==> src/rtl/uart_pkg.sv <==
// Shared UART definitions: divisor defaults and oversample range.
// Used by the baud generator and its period counter.
package uart_pkg;

  localparam int CNT_W_DEF     = 16;
  localparam int FRAC_BITS_DEF = 8;
  localparam int OS_MIN        = 2;
  localparam int OS_MAX        = 64;

  // Fixed-point clocks per oversample period, int in upper bits, frac in low fb bits
  function automatic logic [63:0] default_div(
    input longint unsigned clk_frec,
    input longint unsigned baud,
    input longint unsigned os,
    input int              fb
  );
    return (clk_frec << fb) / (baud * os);
  endfunction

  function automatic bit os_legal(input int os);
    return (os >= OS_MIN) && (os <= OS_MAX);
  endfunction

endpackage

==> src/rtl/frac_period_ctr.sv <==
// Fractional period counter: counts one oversample period of
// div_int (+1 on accumulator carry) clocks and flags its last clock.
module frac_period_ctr
  import uart_pkg::*;
#(
  parameter int CNT_W     = CNT_W_DEF,
  parameter int FRAC_BITS = FRAC_BITS_DEF
) (
  input  logic                 clk,
  input  logic                 rst_n,
  input  logic                 en,
  input  logic                 clr,
  input  logic [CNT_W-1:0]     div_int,
  input  logic [FRAC_BITS-1:0] div_frac,
  output logic                 term
);

  logic [CNT_W-1:0]     cnt;
  logic [FRAC_BITS-1:0] acc;
  logic [FRAC_BITS:0]   sum;
  logic [CNT_W-1:0]     base;
  logic [CNT_W:0]       last;

  // Period never shorter than two clocks
  assign base = (div_int < CNT_W'(2)) ? CNT_W'(2) : div_int;
  assign sum  = {1'b0, acc} + {1'b0, div_frac};
  assign last = {1'b0, base} + (CNT_W+1)'(sum[FRAC_BITS])
              - (CNT_W+1)'(1);
  assign term = en && ({1'b0, cnt} == last);

  always_ff @(posedge clk) begin
    if (!rst_n) begin
      cnt <= '0;
      acc <= '0;
    end else if (clr) begin
      cnt <= '0;
      acc <= '0;
    end else if (term) begin
      cnt <= '0;
      acc <= sum[FRAC_BITS-1:0];
    end else if (en) begin
      cnt <= cnt + CNT_W'(1);
    end
  end

endmodule

==> src/rtl/baud_gen_frac.sv <==
// UART baud generator with fractional divisor, oversample tick,
// bit tick, restart alignment and glitch-free divisor update.
module baud_gen_frac
  import uart_pkg::*;
#(
  parameter int CLK_FREC   = 50000000,
  parameter int BAUD_RATE  = 9600,
  parameter int OVERSAMPLE = 16,
  parameter int CNT_W      = CNT_W_DEF,
  parameter int FRAC_BITS  = FRAC_BITS_DEF
) (
  input  logic                 clk,
  input  logic                 rst_n,
  input  logic                 i_enable,
  input  logic                 i_restart,
  input  logic                 i_div_wr,
  input  logic [CNT_W-1:0]     i_div_int,
  input  logic [FRAC_BITS-1:0] i_div_frac,
  output logic                 o_tick,
  output logic                 o_bit_tick,
  output logic [CNT_W-1:0]     o_div_int,
  output logic [FRAC_BITS-1:0] o_div_frac,
  output logic                 o_pending
);

  localparam logic [63:0] DEF_DIV = default_div(
    64'(CLK_FREC), 64'(BAUD_RATE), 64'(OVERSAMPLE), FRAC_BITS);
  localparam logic [CNT_W-1:0] DEF_INT =
    CNT_W'(DEF_DIV >> FRAC_BITS);
  localparam logic [FRAC_BITS-1:0] DEF_FRAC =
    FRAC_BITS'(DEF_DIV);
  localparam int OS_W = $clog2(OVERSAMPLE);
  localparam logic [OS_W-1:0] OS_LAST = OS_W'(OVERSAMPLE - 1);

  if (!os_legal(OVERSAMPLE)) begin : g_os_chk
    $error("baud_gen_frac: OVERSAMPLE out of range");
  end

  logic                 term;
  logic                 tick;
  logic                 bit_tick;
  logic                 pending;
  logic                 swap;
  logic [OS_W-1:0]      os_cnt;
  logic [CNT_W-1:0]     act_int;
  logic [FRAC_BITS-1:0] act_frac;
  logic [CNT_W-1:0]     shd_int;
  logic [FRAC_BITS-1:0] shd_frac;

  frac_period_ctr #(
    .CNT_W     (CNT_W),
    .FRAC_BITS (FRAC_BITS)
  ) u_ctr (
    .clk      (clk),
    .rst_n    (rst_n),
    .en       (i_enable),
    .clr      (i_restart),
    .div_int  (act_int),
    .div_frac (act_frac),
    .term     (term)
  );

  // Shadow may only take over at a period boundary or when idle
  assign swap = pending && (term || i_restart || !i_enable);

  always_ff @(posedge clk) begin
    if (!rst_n) begin
      tick     <= 1'b0;
      bit_tick <= 1'b0;
      os_cnt   <= '0;
      pending  <= 1'b0;
      act_int  <= DEF_INT;
      act_frac <= DEF_FRAC;
      shd_int  <= DEF_INT;
      shd_frac <= DEF_FRAC;
    end else begin
      tick     <= term && !i_restart;
      bit_tick <= term && !i_restart && (os_cnt == OS_LAST);
      if (i_restart) begin
        os_cnt <= '0;
      end else if (term) begin
        os_cnt <= (os_cnt == OS_LAST) ? '0 : os_cnt + OS_W'(1);
      end
      if (i_restart && i_div_wr) begin
        act_int  <= i_div_int;
        act_frac <= i_div_frac;
        shd_int  <= i_div_int;
        shd_frac <= i_div_frac;
        pending  <= 1'b0;
      end else if (i_div_wr) begin
        if (swap) begin
          act_int  <= shd_int;
          act_frac <= shd_frac;
        end
        shd_int  <= i_div_int;
        shd_frac <= i_div_frac;
        pending  <= 1'b1;
      end else if (swap) begin
        act_int  <= shd_int;
        act_frac <= shd_frac;
        pending  <= 1'b0;
      end
    end
  end

  assign o_tick     = tick;
  assign o_bit_tick = bit_tick;
  assign o_div_int  = act_int;
  assign o_div_frac = act_frac;
  assign o_pending  = pending;

endmodule
==> config.mk <==
export PLATFORM = sky130hd
export DESIGN_NAME = baud_gen_frac
export DESIGN_NICKNAME = d
export VERILOG_FILES = /design/src/rtl/uart_pkg.sv /design/src/rtl/frac_period_ctr.sv /design/src/rtl/baud_gen_frac.sv
export SDC_FILE = /design/constraint.sdc
export NUM_CORES = 1
export LEC_CHECK = 0
export ABC_AREA = 1
export BUFFER_PORTS_ARGS = -buffer_cell sky130_fd_sc_hd__buf_2
export CAP_MARGIN = 25
export CORE_ASPECT_RATIO = 1.75
export CORE_MARGIN = 2
export CORE_UTILIZATION = 35
export CTS_BUF_LIST = sky130_fd_sc_hd__clkbuf_8
export DETAILED_ROUTE_END_ITERATION = 8
export GPL_TIMING_DRIVEN = 1
export SLEW_MARGIN = 25
export SYNTH_ARGS = -nofsm -noshare
export SYNTH_HDL_FRONTEND = slang
export SYNTH_SLANG_ARGS = --single-unit
==> constraint.sdc <==
create_clock -name clk -period 8.8 [get_ports clk]
set_input_delay 2.64 -clock clk [delete_from_list [all_inputs] [get_ports clk]]
set_output_delay 2.64 -clock clk [all_outputs]
set_load 0.05 [all_outputs]
# Word-level counts from Yosys, hierarchy flattened
# Cells that the tools add are included.
op_classes:
  multipliers: 0
  n_div: 0
  order_cmp: 1
  n_bitwise: 1
  n_eq_ne: 2
  n_reduce_logical: 15
  shift: 0
  muxes: 12
  addsub: 5
op_table:
  columns: ["op", "n"]
  rows:
  - ["2-to-1 mux 16 bit", 5]
  - ["2-to-1 mux 8 bit", 4]
  - ["adder 16 x 1 -> 17 bit", 1]
  - ["equality test 16 x 17 -> 1 bit", 1]
  - ["subtractor 17 x 1 -> 17 bit (second input constant)", 1]
  - ["adder 16 x 1 -> 16 bit (second input constant)", 1]
  - ["less-than comparator 16 x 2 -> 1 bit (second input constant)", 1]
  - ["adder 8 x 8 -> 9 bit", 1]
  - ["nonzero test 2 bit", 3]
  - ["logical AND 1 bit", 5]
  - ["adder 4 x 1 -> 4 bit (second input constant)", 1]
  - ["equality test 4 bit (second input constant)", 1]
  - ["2-to-1 mux 4 bit", 1]
  - ["OR reduction 2 bit", 2]
  - ["OR reduction 3 bit", 1]
  - ["logical NOT 1 bit", 2]
  - ["logical OR 1 bit", 2]
  - ["2-to-1 mux 1 bit", 2]
  - ["inverter 1 bit", 1]
word_totals:
  regBits: 79
  out_inout_bits: 27
  inputBits: 29
  memories: 0
  latchBits: 0
  rom_bits: 0
  ramBits: 0

# Logic depth before layout (Yosys ltp)
# Gate-level depths: netlist (run 1).
logic_depth:
  depth_word: 11
  mapped_depth: 25
  depth_no_buf: 25

# Cells and area by module
# Synthesis (run 1) repeated with hierarchy kept, for this count alone.
hier_totals:
  hier_cells: 689
  hier_area_um2: 4698.3
by_module_without_submodules:
  columns: ["module", "n_inst", "area_per_inst_um2", "cells_per_inst"]
  rows:
  - ["baud_gen_frac", 1, 2464.9, 340]
  - ["frac_period_ctr", 1, 2233.4, 349]

# Worst setup path before layout (run 1)
# Ideal clock, no wire load.
synth_timing:
  path_kind: "input -> register"
  startpoint: "input i_div_wr"
  endpoint: "register act_int[6], in the netlist o_div_int[6]"
  arrival_ps: 3966
  t_required_ps: 8666
  setup_time_ps: 134
  cell_stages: 6
  slack_ps: 4701
  path_buffers: 2
  path_cell_list: "clkbuf_1 nand2_1 clkbuf_1 mux2_2 nand3_1 nand3_1"
synth_between:
  elab_chain_len: 2
  elab_cells_between_ends: 3
synth_rtl:
  columns: ["element", "line_no", "source"]
  rows:
  - ["start, declared", "baud_gen_frac.sv:16", "input logic i_div_wr,"]
  - ["logical AND 1 bit *", "baud_gen_frac.sv:84", "if (i_restart && i_div_wr) begin"]
  - ["2-to-1 mux 16 bit / nonzero test 2 bit (equally long branches)", null, null]
  - ["end signal, assigned", "baud_gen_frac.sv:85", "act_int <= i_div_int;"]
  - ["end signal, assigned", "baud_gen_frac.sv:92", "act_int <= shd_int;"]
  - ["end signal, assigned", "baud_gen_frac.sv:99", "act_int <= shd_int;"]
  - ["end, declared", "baud_gen_frac.sv:45", "logic [CNT_W-1:0] act_int;"]
# Every way passes the cells marked *; elsewhere a longest branch is shown, timed or not.
# A chain may end at the register's enable or synchronous reset.

# Worst setup path in the final report (run 1)
layout_timing:
  startpoint: "input i_enable"
  endpoint: "register act_frac[2], in the netlist o_div_frac[2]"
layout_between:
  elab_chain_len: 5
  elab_cells_between_ends: 6
layout_rtl:
  columns: ["element", "line_no", "source"]
  rows:
  - ["start, declared", "baud_gen_frac.sv:14", "input logic i_enable,"]
  - ["logical AND 1 bit", "frac_period_ctr.sv:29", "assign term = en && ({1'b0, cnt} == last);"]
  - ["logical OR 1 bit", "baud_gen_frac.sv:64", "assign swap = pending && (term || i_restart || !i_enable);"]
  - ["logical OR 1 bit *", "baud_gen_frac.sv:64", null]
  - ["logical AND 1 bit *", "baud_gen_frac.sv:64", null]
  - ["nonzero test 2 bit (no source line) *", null, null]
  - ["end signal, assigned", "baud_gen_frac.sv:86", "act_frac <= i_div_frac;"]
  - ["end signal, assigned", "baud_gen_frac.sv:93", "act_frac <= shd_frac;"]
  - ["end signal, assigned", "baud_gen_frac.sv:100", "act_frac <= shd_frac;"]
  - ["end, declared", "baud_gen_frac.sv:46", "logic [FRAC_BITS-1:0] act_frac;"]
# Marked as above.

==> results of run 1 <==
-- state kept, by name, indices dropped and copies added, names as in the netlist --
name        cells
os_cnt          4
o_tick          1
shd_frac        8
o_bit_tick      1
u_ctr.acc       8
shd_int        16
u_ctr.cnt      16
o_div_frac      8
o_div_int      16
o_pending       1
-- per-stage QoR --
step           power (W)  util (%)  instance area (um2)  setup slack, ns
3_5_place_dp    0.000555      38.3                 4550             3.88
5_1_grt         0.000891      40.1                 4770             3.87
4_1_cts         0.000856      40.1                 4770             4.25
2_1_floorplan   0.000516         -                 4210             4.70
6_report        0.000848      40.1                 4770             4.30
3_3_place_gp    0.000552      38.3                 4550             3.97
-- power breakdown --
group	internal, W	switching, W	total, W
Combinational	0.0000492	0.000102	0.000151
Sequential	0.000375	0.0000192	0.000394
Clock	0.000160	0.000142	0.000303
-- layout make-up --
cell class | instances | area share [%]
inverters | 41 | 3.23
clock buffers | 9 | 2.60
repair buffers | 57 | 6.09
flip-flops and latches | 79 | 33.2
clock inverters | 7 | 2.00
well taps | 137 | 3.60
multi-input cells | 429 | 49.3
-- worst max path at each step --
stage,startpoint,end,slack [ns],cells past startpoint
5_1_grt,o_div_frac[0],o_div_frac[2],3.87,24
2_1_floorplan,i_div_wr,o_div_int[6],4.70,6
3_5_place_dp,i_enable,o_div_frac[2],3.88,14
4_1_cts,o_div_frac[0],o_div_frac[2],4.25,24
6_report,i_enable,o_div_frac[2],4.30,14
3_3_place_gp,i_enable,o_div_frac[7],3.97,14
-- worst max-delay path, stage by stage --
cell and delay [ns]:
buf_2 0.17, inv_2 0.08, a21oi_1 0.11, o211ai_1 0.10
a211oi_1 0.23, nand2_1 0.07, nor2_1 0.09, nand2_1 0.06
nor2_1 0.13, nand2_2 0.21, nand3_4 0.40, nand2_1 0.25
nand2_1 0.12, nand3_1 0.07
-- cell families (layout without fill, tap and decap cells) --
logic type                 Yosys count  count (layout)  share of synthesized area [%]
buffers and inverters               64             114                           6.68
xor gates and xnor gates            25              25                           5.20
AOI/OAI and AO/OA                   66              66                           8.29
and+or+nand+nor                    301             301                           32.3
muxes                               24              24                           5.91
DFF                                 79              79                           37.5
adders and majority gates           13              13                           4.04
-- metal layers --
layer | global-route usage [%] | vias up | routed length, um
met2 | 27.4 | 57 | 5050
li1 | - | 1975 | -
met4 | 7.97 | 0 | 323
met3 | 3.04 | 20 | 322
met1 | 18.9 | 1716 | 4220
met5 | 0 | - | 0
-- cell usage after synthesis (all sizes together) --
library cell	n
nand4	8
nor4	2
nor3b	6
a21boi	1
buf	8
nand3b	1
o21ai	29
a211oi	1
a31oi	1
nand2	111
fa	1
o211ai	1
ha	12
nand3	65
clkbuf	15
dfxtp	79
nor2	99
a21o	1
or2	2
xnor2	11
nor3	7
mux2	7
o31ai	1
a21oi	28
mux2i	17
o22ai	2
inv	41
o21bai	1
xor2	14
==> run_results.csv, run 1 <==
group,metric,value,unit
global_routing,grt_pass1_wl,16.6,mm
routing,first_pass_iters,6,
setup_path,rrSetupSlack,4.35,ns
cells_and_area,multi_input_area,0.00235,mm2
routing,wl_per_cell,13.1,um
logic_synthesis,synth_warnings,0,
logic_synthesis,yosysTopAreaCell,"dfxtp_1",
logic_synthesis,synth.area.top_cells,"dfxtp_1 38%, nand2_1 9.4%, nor2_1 8.3%, nand3_1 7.4%, mux2i_1 4.0%",
logic_synthesis,syn_nets,614,
die,num_io_pins,56,
clocking,h-tree-depth,3,
flow_run,timing.max_cap.violations,0,
logic_synthesis,netlist_area,0.00421,mm2
place,gp_congestion,0.832,
global_routing,grt_usage,16.1,%
clocking,cts.clk_slew.worst_paths,0.09,ns
clocking,cts_tree,"done",
cells_and_area,area_growth,13.1,%
clocking,cts.path.max_buffers,2,
setup_path,start_kind,"input pin",
die,initial_core_util,35.5,%
logic_synthesis,seq_area_frac_synth,37.5,%
die,die_x,86.9,um
cells_and_area,final_cell_mix,"106 x nand2_1, 93 x nor2_1, 79 x dfxtp_1",
setup_path,crit_type,"input pin to flip-flop",
cells_and_area,diodes,0,
sta,fin_crit,4.50,ns
cells_and_area,fill_cells,1210,
logic_synthesis,synthCells,572,
power_and_ir_drop,power.static_leakage,2.20,nW
global_routing,antenna_found_initial,0,
sta,rsz0062_at_grt,"no",
sta,worst_slew_pin_slew,0.816,ns
routing,vias,3768,
cells_and_area,stdcell_count,759,
sta,setup_viol,0,
worst_hold_path,worstHoldStart,"shd_frac[7]",
clocking,clk_latency,0.37,ns
die,die_h,149,um
sta,drv_slew,0,
routing,viasPerCell,4.96,
die,core_area,0.0119,mm2
clocking,cts_buffers,9,
routing,wl,9.92,mm
worst_hold_path,hp-class,"flip-flop to flip-flop",
place,port_buffers,55,
logic_synthesis,syn_area_per_cell,7.37,um2
sta,tns,0,ns
global_routing,grt_overflow,0,
global_routing,first_global_vias,3587,
clocking,post_cts_resized,0,
place,place_hpwl,7.47,mm
die,die_area,0.0130,mm2
cells_and_area,drive_above_1_share,16.9,%
setup_path,cp.required,9.02,ns
sta,min_period_over_period,51.2,%
clocking,clock_sinks,79,
cells_and_area,register_area,0.00158,mm2
setup_path,cp_max_fo,42,
setup_path,r2r_cells,24,
status,outcome,"completed",
clocking,postCtsSetupBuffers,0,
worst_hold_path,whs_endpoint,"shd_frac[7]",
sta,clock.fmax,0.222,GHz
place,dp.cells,743,
setup_path,critPathCaptureType,"flip-flop",
clocking,root_buffer,"clkbuf_8",
cells_and_area,fin_nets,659,
routing,drc_errors,0,
clocking,hold_buffers,0,
sta,skew,0.0138,ns
cells_and_area,layout_commonest_cell,"nand2_1",
routing,final_antenna_net_count,0,
sta,fin_worst_hold_slack,0.459,ns
sta,hold_viol,0,
power_and_ir_drop,powerDensity,178,mW/mm2
setup_path,worstReg2RegEnd,"o_div_frac[2]",
routing,drt-initial-drc-count,166,
logic_synthesis,ys_types,42,
setup_path,cp.arrival,4.72,ns
die,num_rows,53,
worst_hold_path,hold_path_depth,2,
setup_path,r2r_start,"o_div_frac[0]",
sta,slew_headroom,45.6,%
logic_synthesis,synth_top_area_share,37.5,%
logic_synthesis,ys_ff_latch,79,
global_routing,grt_max_degree,51,
power_and_ir_drop,max-vdd-ir-drop,0.0742,mV
(Power assumes the default switching activity.)
==> run 2, diff against run 1 <==
Clock period 8.8 ns to 4.6 ns, I/O delays scaled along.
==> run_results.csv, run 2 (same netlist as run 1, synthesis figures left out) <==
group,metric,value,unit
status,outcome,"completed",
die,die_area,0.0130,mm2
clocking,hold_buffers,0,
die,initial_core_util,35.5,%
sta,min_period_over_period,90.7,%
global_routing,grt_max_degree,51,
worst_hold_path,hp-class,"flip-flop to flip-flop",
cells_and_area,register_area,0.00158,mm2
routing,wl,10.5,mm
sta,hold_viol,0,
die,num_rows,53,
place,dp.cells,747,
cells_and_area,layout_commonest_cell,"nand2_1",
clocking,cts.clk_slew.worst_paths,0.08,ns
clocking,clock_sinks,79,
die,num_io_pins,56,
routing,wl_per_cell,13.7,um
cells_and_area,drive_above_1_share,17.1,%
global_routing,antenna_found_initial,0,
clocking,cts.path.max_buffers,2,
setup_path,crit_type,"flip-flop to flip-flop",
clocking,post_cts_resized,0,
die,die_x,86.9,um
global_routing,first_global_vias,3618,
cells_and_area,multi_input_area,0.00236,mm2
cells_and_area,area_growth,13.1,%
routing,drt-initial-drc-count,170,
setup_path,cp.arrival,4.42,ns
power_and_ir_drop,max-vdd-ir-drop,0.136,mV
sta,tns,0,ns
place,gp_congestion,0.861,
flow_run,timing.max_cap.violations,0,
sta,setup_viol,0,
clocking,cts_buffers,9,
routing,final_antenna_net_count,0,
power_and_ir_drop,seq_power_share,48.7,%
place,place_hpwl,7.84,mm
global_routing,grt_usage,16.5,%
global_routing,grt_pass1_wl,17.0,mm
routing,first_pass_iters,4,
cells_and_area,fin_nets,664,
cells_and_area,stdcell_count,763,
clocking,cts_tree,"done",
clocking,h-tree-depth,3,
power_and_ir_drop,internal_power,0.00106,W
routing,vias,3848,
setup_path,cp_max_fo,17,
power_and_ir_drop,p_switching,0.000495,W
die,core_area,0.0119,mm2
sta,fin_crit,4.17,ns
routing,viasPerCell,5.04,
cells_and_area,final_cell_mix,"106 x nand2_1, 93 x nor2_1, 79 x dfxtp_1",
cells_and_area,fill_cells,1223,
power_and_ir_drop,sw_frac_of_total,31.9,%
setup_path,cp.required,4.85,ns
sta,clock.fmax,0.240,GHz
routing,drc_errors,0,
sta,rsz0062_at_grt,"no",
sta,drv_slew,0,
sta,skew,0.00829,ns
power_and_ir_drop,pwr-share-clk,32.2,%
clocking,root_buffer,"clkbuf_8",
sta,worst_slew_pin_slew,0.468,ns
clocking,postCtsSetupBuffers,0,
global_routing,grt_overflow,0,
power_and_ir_drop,power.static_leakage,2.21,nW
setup_path,critPathCaptureType,"flip-flop",
cells_and_area,diodes,0,
power_and_ir_drop,pwr-share-comb,19.1,%
setup_path,start_kind,"flip-flop",
clocking,clk_latency,0.36,ns
die,die_h,149,um
power_and_ir_drop,powerDensity,325,mW/mm2
place,port_buffers,55,
sta,slew_headroom,68.8,%
[run 2: cell count changes in the layout (fill, tap and decap cells not counted)]
cell	before	now
buf_4	2	6
bufinv_16	2	1
clkinv_4	1	0
inv_1	37	39
inv_6	1	0
nand3_2	2	3
[run 2: stage by stage]
stage / hold slack, ns / instance area [um2] / setup WS (ns) / power [W] / utilization [%]
6_report: 0.461 / 4770 / 0.430 / 0.00155 / 40.1
5_1_grt: 0.479 / 4770 / 0.0239 / 0.00162 / 40.1
4_1_cts: 0.463 / 4760 / 0.360 / 0.00157 / 40.1
3_5_place_dp: 0.443 / 4580 / 0.379 / 0.00107 / 38.6
3_3_place_gp: 0.432 / 4580 / 0.490 / 0.00106 / 38.6
2_1_floorplan: 0.423 / 4210 / 0.931 / 0.000987 / -
[run 2: routing by layer]
metal	routed length, um	track usage (%)	vias to the layer above
met5	0	0	-
met4	317	7.89	0
met3	284	2.82	20
met2	5480	28.4	70
met1	4400	19.4	1777
li1	-	-	1981
[run 2: cell type report]
class	instances	share of cell area, %
Multi-Input combinational cell	430	49.5
Inverter	41	3.23
Timing Repair Buffer	61	6.72
Clock inverter	6	1.16
Clock buffer	9	2.60
Sequential cell	79	33.2
Tap cell	137	3.60
[run 2: worst max-delay path: stages (launching register included)]
cell and delay, ns:
dfxtp_1 0.34, ha_1 0.24, fa_1 0.41, a21oi_1 0.14, o21ai_0 0.13, a21oi_1 0.16, o21bai_1 0.11, nand2_1 0.07
nand2_1 0.05, a21oi_1 0.13, ha_1 0.18, ha_1 0.21, nand2_1 0.14, nor2_4 0.18, xnor2_1 0.17, nor2_1 0.08
nor3_2 0.18, nand2_1 0.07, nor2_1 0.13, nand2_2 0.24, nand3_4 0.26, buf_4 0.24, nand3_1 0.09, nand2_1 0.08
nor2_1 0.04
[run 2: power groups by stage]
stage | sequential (W) | clock [W] | combinational, W
finish | 0.000755 | 0.000500 | 0.000296
global route | 0.000760 | 0.000533 | 0.000327
CTS | 0.000755 | 0.000516 | 0.000297
detailed placement | 0.000771 | 0 | 0.000296
global placement | 0.000770 | 0 | 0.000292
floorplan | 0.000825 | 0 | 0.000163
[run 2: final timing paths]
check / startpoint / end / slack, ns / cells past startpoint
max reg2reg: o_div_frac[0] / o_div_frac[4] / 0.43 / 24
min: shd_frac[7] / shd_frac[7] / 0.46 / 2
max: o_div_frac[0] / o_div_frac[4] / 0.43 / 24
min reg2reg: shd_frac[7] / shd_frac[7] / 0.46 / 2
==> run 3, diff against run 2 <==
Clock period 4.6 ns to 4.3 ns, I/O delays scaled along.
==> run_results.csv, run 3 (same netlist as run 1, synthesis figures left out) <==
group,metric,value,unit
status,outcome,"completed",
power_and_ir_drop,power.static_leakage,2.23,nW
global_routing,grt_pass1_wl,17.3,mm
cells_and_area,area_growth,14.6,%
global_routing,antenna_found_initial,0,
routing,first_pass_iters,5,
power_and_ir_drop,max-vdd-ir-drop,0.190,mV
worst_hold_path,hp-class,"flip-flop to flip-flop",
setup_path,cp_slowest_cell,"fa_1",
die,initial_core_util,35.5,%
routing,final_antenna_net_count,0,
die,num_io_pins,56,
flow_run,timing.max_cap.violations,0,
setup_path,cpPeakStageDelay,0.40,ns
global_routing,grt_usage,16.6,%
clocking,clk_latency,0.36,ns
setup_path,cp_common_cell,"nand2_1",
sta,skew,0.00320,ns
sta,min_period_over_period,90.4,%
clocking,cts_tree,"done",
die,core_area,0.0119,mm2
global_routing,grt_max_degree,50,
cells_and_area,final_core_util,40.7,%
setup_path,r2r_start,"o_div_frac[0]",
cells_and_area,layout_commonest_cell,"nand2_1",
setup_path,rrSetupSlack,0.41,ns
clocking,cts_buffers,9,
routing,wl_per_cell,13.7,um
power_and_ir_drop,powerDensity,347,mW/mm2
sta,drv_slew,0,
cells_and_area,final_cell_mix,"105 x nand2_1, 92 x nor2_1, 79 x dfxtp_1",
setup_path,crit_start,"o_div_frac[0]",
setup_path,cp_max_fo,12,
sta,worst_slew_pin_slew,0.437,ns
cells_and_area,drive_above_1_share,18.4,%
clocking,cts.path.max_buffers,2,
power_and_ir_drop,seq_power_share,48.3,%
place,place_hpwl,7.93,mm
cells_and_area,fin_nets,666,
setup_path,crit_end,"os_cnt[1]",
clocking,h-tree-depth,3,
clocking,root_buffer,"clkbuf_8",
cells_and_area,stdcell_count,766,
die,die_area,0.0130,mm2
global_routing,first_global_vias,3710,
routing,drc_errors,0,
sta,hold_viol,0,
setup_path,cp.arrival,4.17,ns
setup_path,cp.required,4.58,ns
place,gp_congestion,0.895,
sta,rsz0062_at_grt,"no",
place,port_buffers,55,
die,die_h,149,um
power_and_ir_drop,internal_power,0.00114,W
cells_and_area,diodes,0,
sta,tns,0,ns
power_and_ir_drop,pwr-share-clk,32.6,%
clocking,cts.clk_slew.worst_paths,0.08,ns
power_and_ir_drop,p_switching,0.000536,W
sta,clock.fmax,0.257,GHz
clocking,hold_buffers,0,
setup_path,r2r_cells,26,
die,num_rows,53,
die,die_x,86.9,um
place,dp.cells,748,
routing,viasPerCell,5.00,
power_and_ir_drop,sw_frac_of_total,32.1,%
routing,vias,3829,
routing,drt-initial-drc-count,160,
sta,setup_viol,0,
setup_path,worstReg2RegEnd,"os_cnt[1]",
setup_path,critPathCaptureType,"flip-flop",
sta,slew_headroom,70.6,%
setup_path,start_kind,"flip-flop",
global_routing,grt_overflow,0,
power_and_ir_drop,pwr-share-comb,19.1,%
routing,wl,10.5,mm
setup_path,crit_type,"flip-flop to flip-flop",
sta,fin_crit,3.89,ns
clocking,clock_sinks,79,
-- run 3: worst min-delay path by stage --
stage                start           to  slack (ns)  depth (start not counted)
6_report        shd_int[8]   shd_int[8]        0.46                          2
5_1_grt         shd_int[0]   shd_int[0]        0.48                          2
4_1_cts         shd_int[2]   shd_int[2]        0.46                          2
3_5_place_dp    shd_int[6]   shd_int[6]        0.44                          2
3_3_place_gp   shd_frac[7]  shd_frac[7]        0.43                          2
2_1_floorplan  shd_frac[0]  shd_frac[0]        0.42                          2
-- run 3: timing repair --
item / 4_1_cts / 5_1_grt
buffers inserted: 0 / 1
setup endpoints to repair: 0 / 44
resized for setup: 0 / 7
-- run 3: per-layer routing --
metal	share of wire (%)	track usage (%)	wire [um]
met4	3.5	8.36	369
met3	3.1	2.66	325
met1	41	19.0	4260
met5	0	0	0
met2	53	29.1	5520
-- run 3: worst max-delay path, delay by kind of cell, from the launching register on --
kind | cells | cell delay [ns]
DFF | 1 | 0.34
xor gates and xnor gates | 1 | 0.16
buffers and inverters | 3 | 0.38
AOI/OAI and AO/OA | 6 | 0.70
and+or+nand+nor | 12 | 1.20
adders and majority gates | 4 | 1.03
-- run 3: power groups by stage --
stage	logic, W	registers [W]	clock network (W)
CTS	0.000319	0.000808	0.000557
finish	0.000320	0.000808	0.000546
detailed placement	0.000318	0.000825	0
floorplan	0.000174	0.000882	0
global placement	0.000314	0.000825	0
global route	0.000355	0.000813	0.000592
-- run 3: area by class of cell --
type / instances / area, um2
Clock inverter: 7 / 65.1
Multi-Input combinational cell: 430 / 2380
Tap cell: 137 / 171
Clock buffer: 9 / 124
Fill cell: 1249 / 7040
Sequential cell: 79 / 1580
Inverter: 41 / 154
Timing Repair Buffer: 63 / 352
-- run 3: metrics by stage --
stage	cell area [um2]	hold slack [ns]	total power [W]	setup WS, ns
after global routing	4830	0.478	0.00176	0.0201
final	4830	0.461	0.00167	0.414
after CTS	4790	0.461	0.00168	0.238
after detailed placement	4600	0.439	0.00114	0.275
after floorplan	4210	0.423	0.00106	0.631
after global placement	4600	0.434	0.00114	0.356
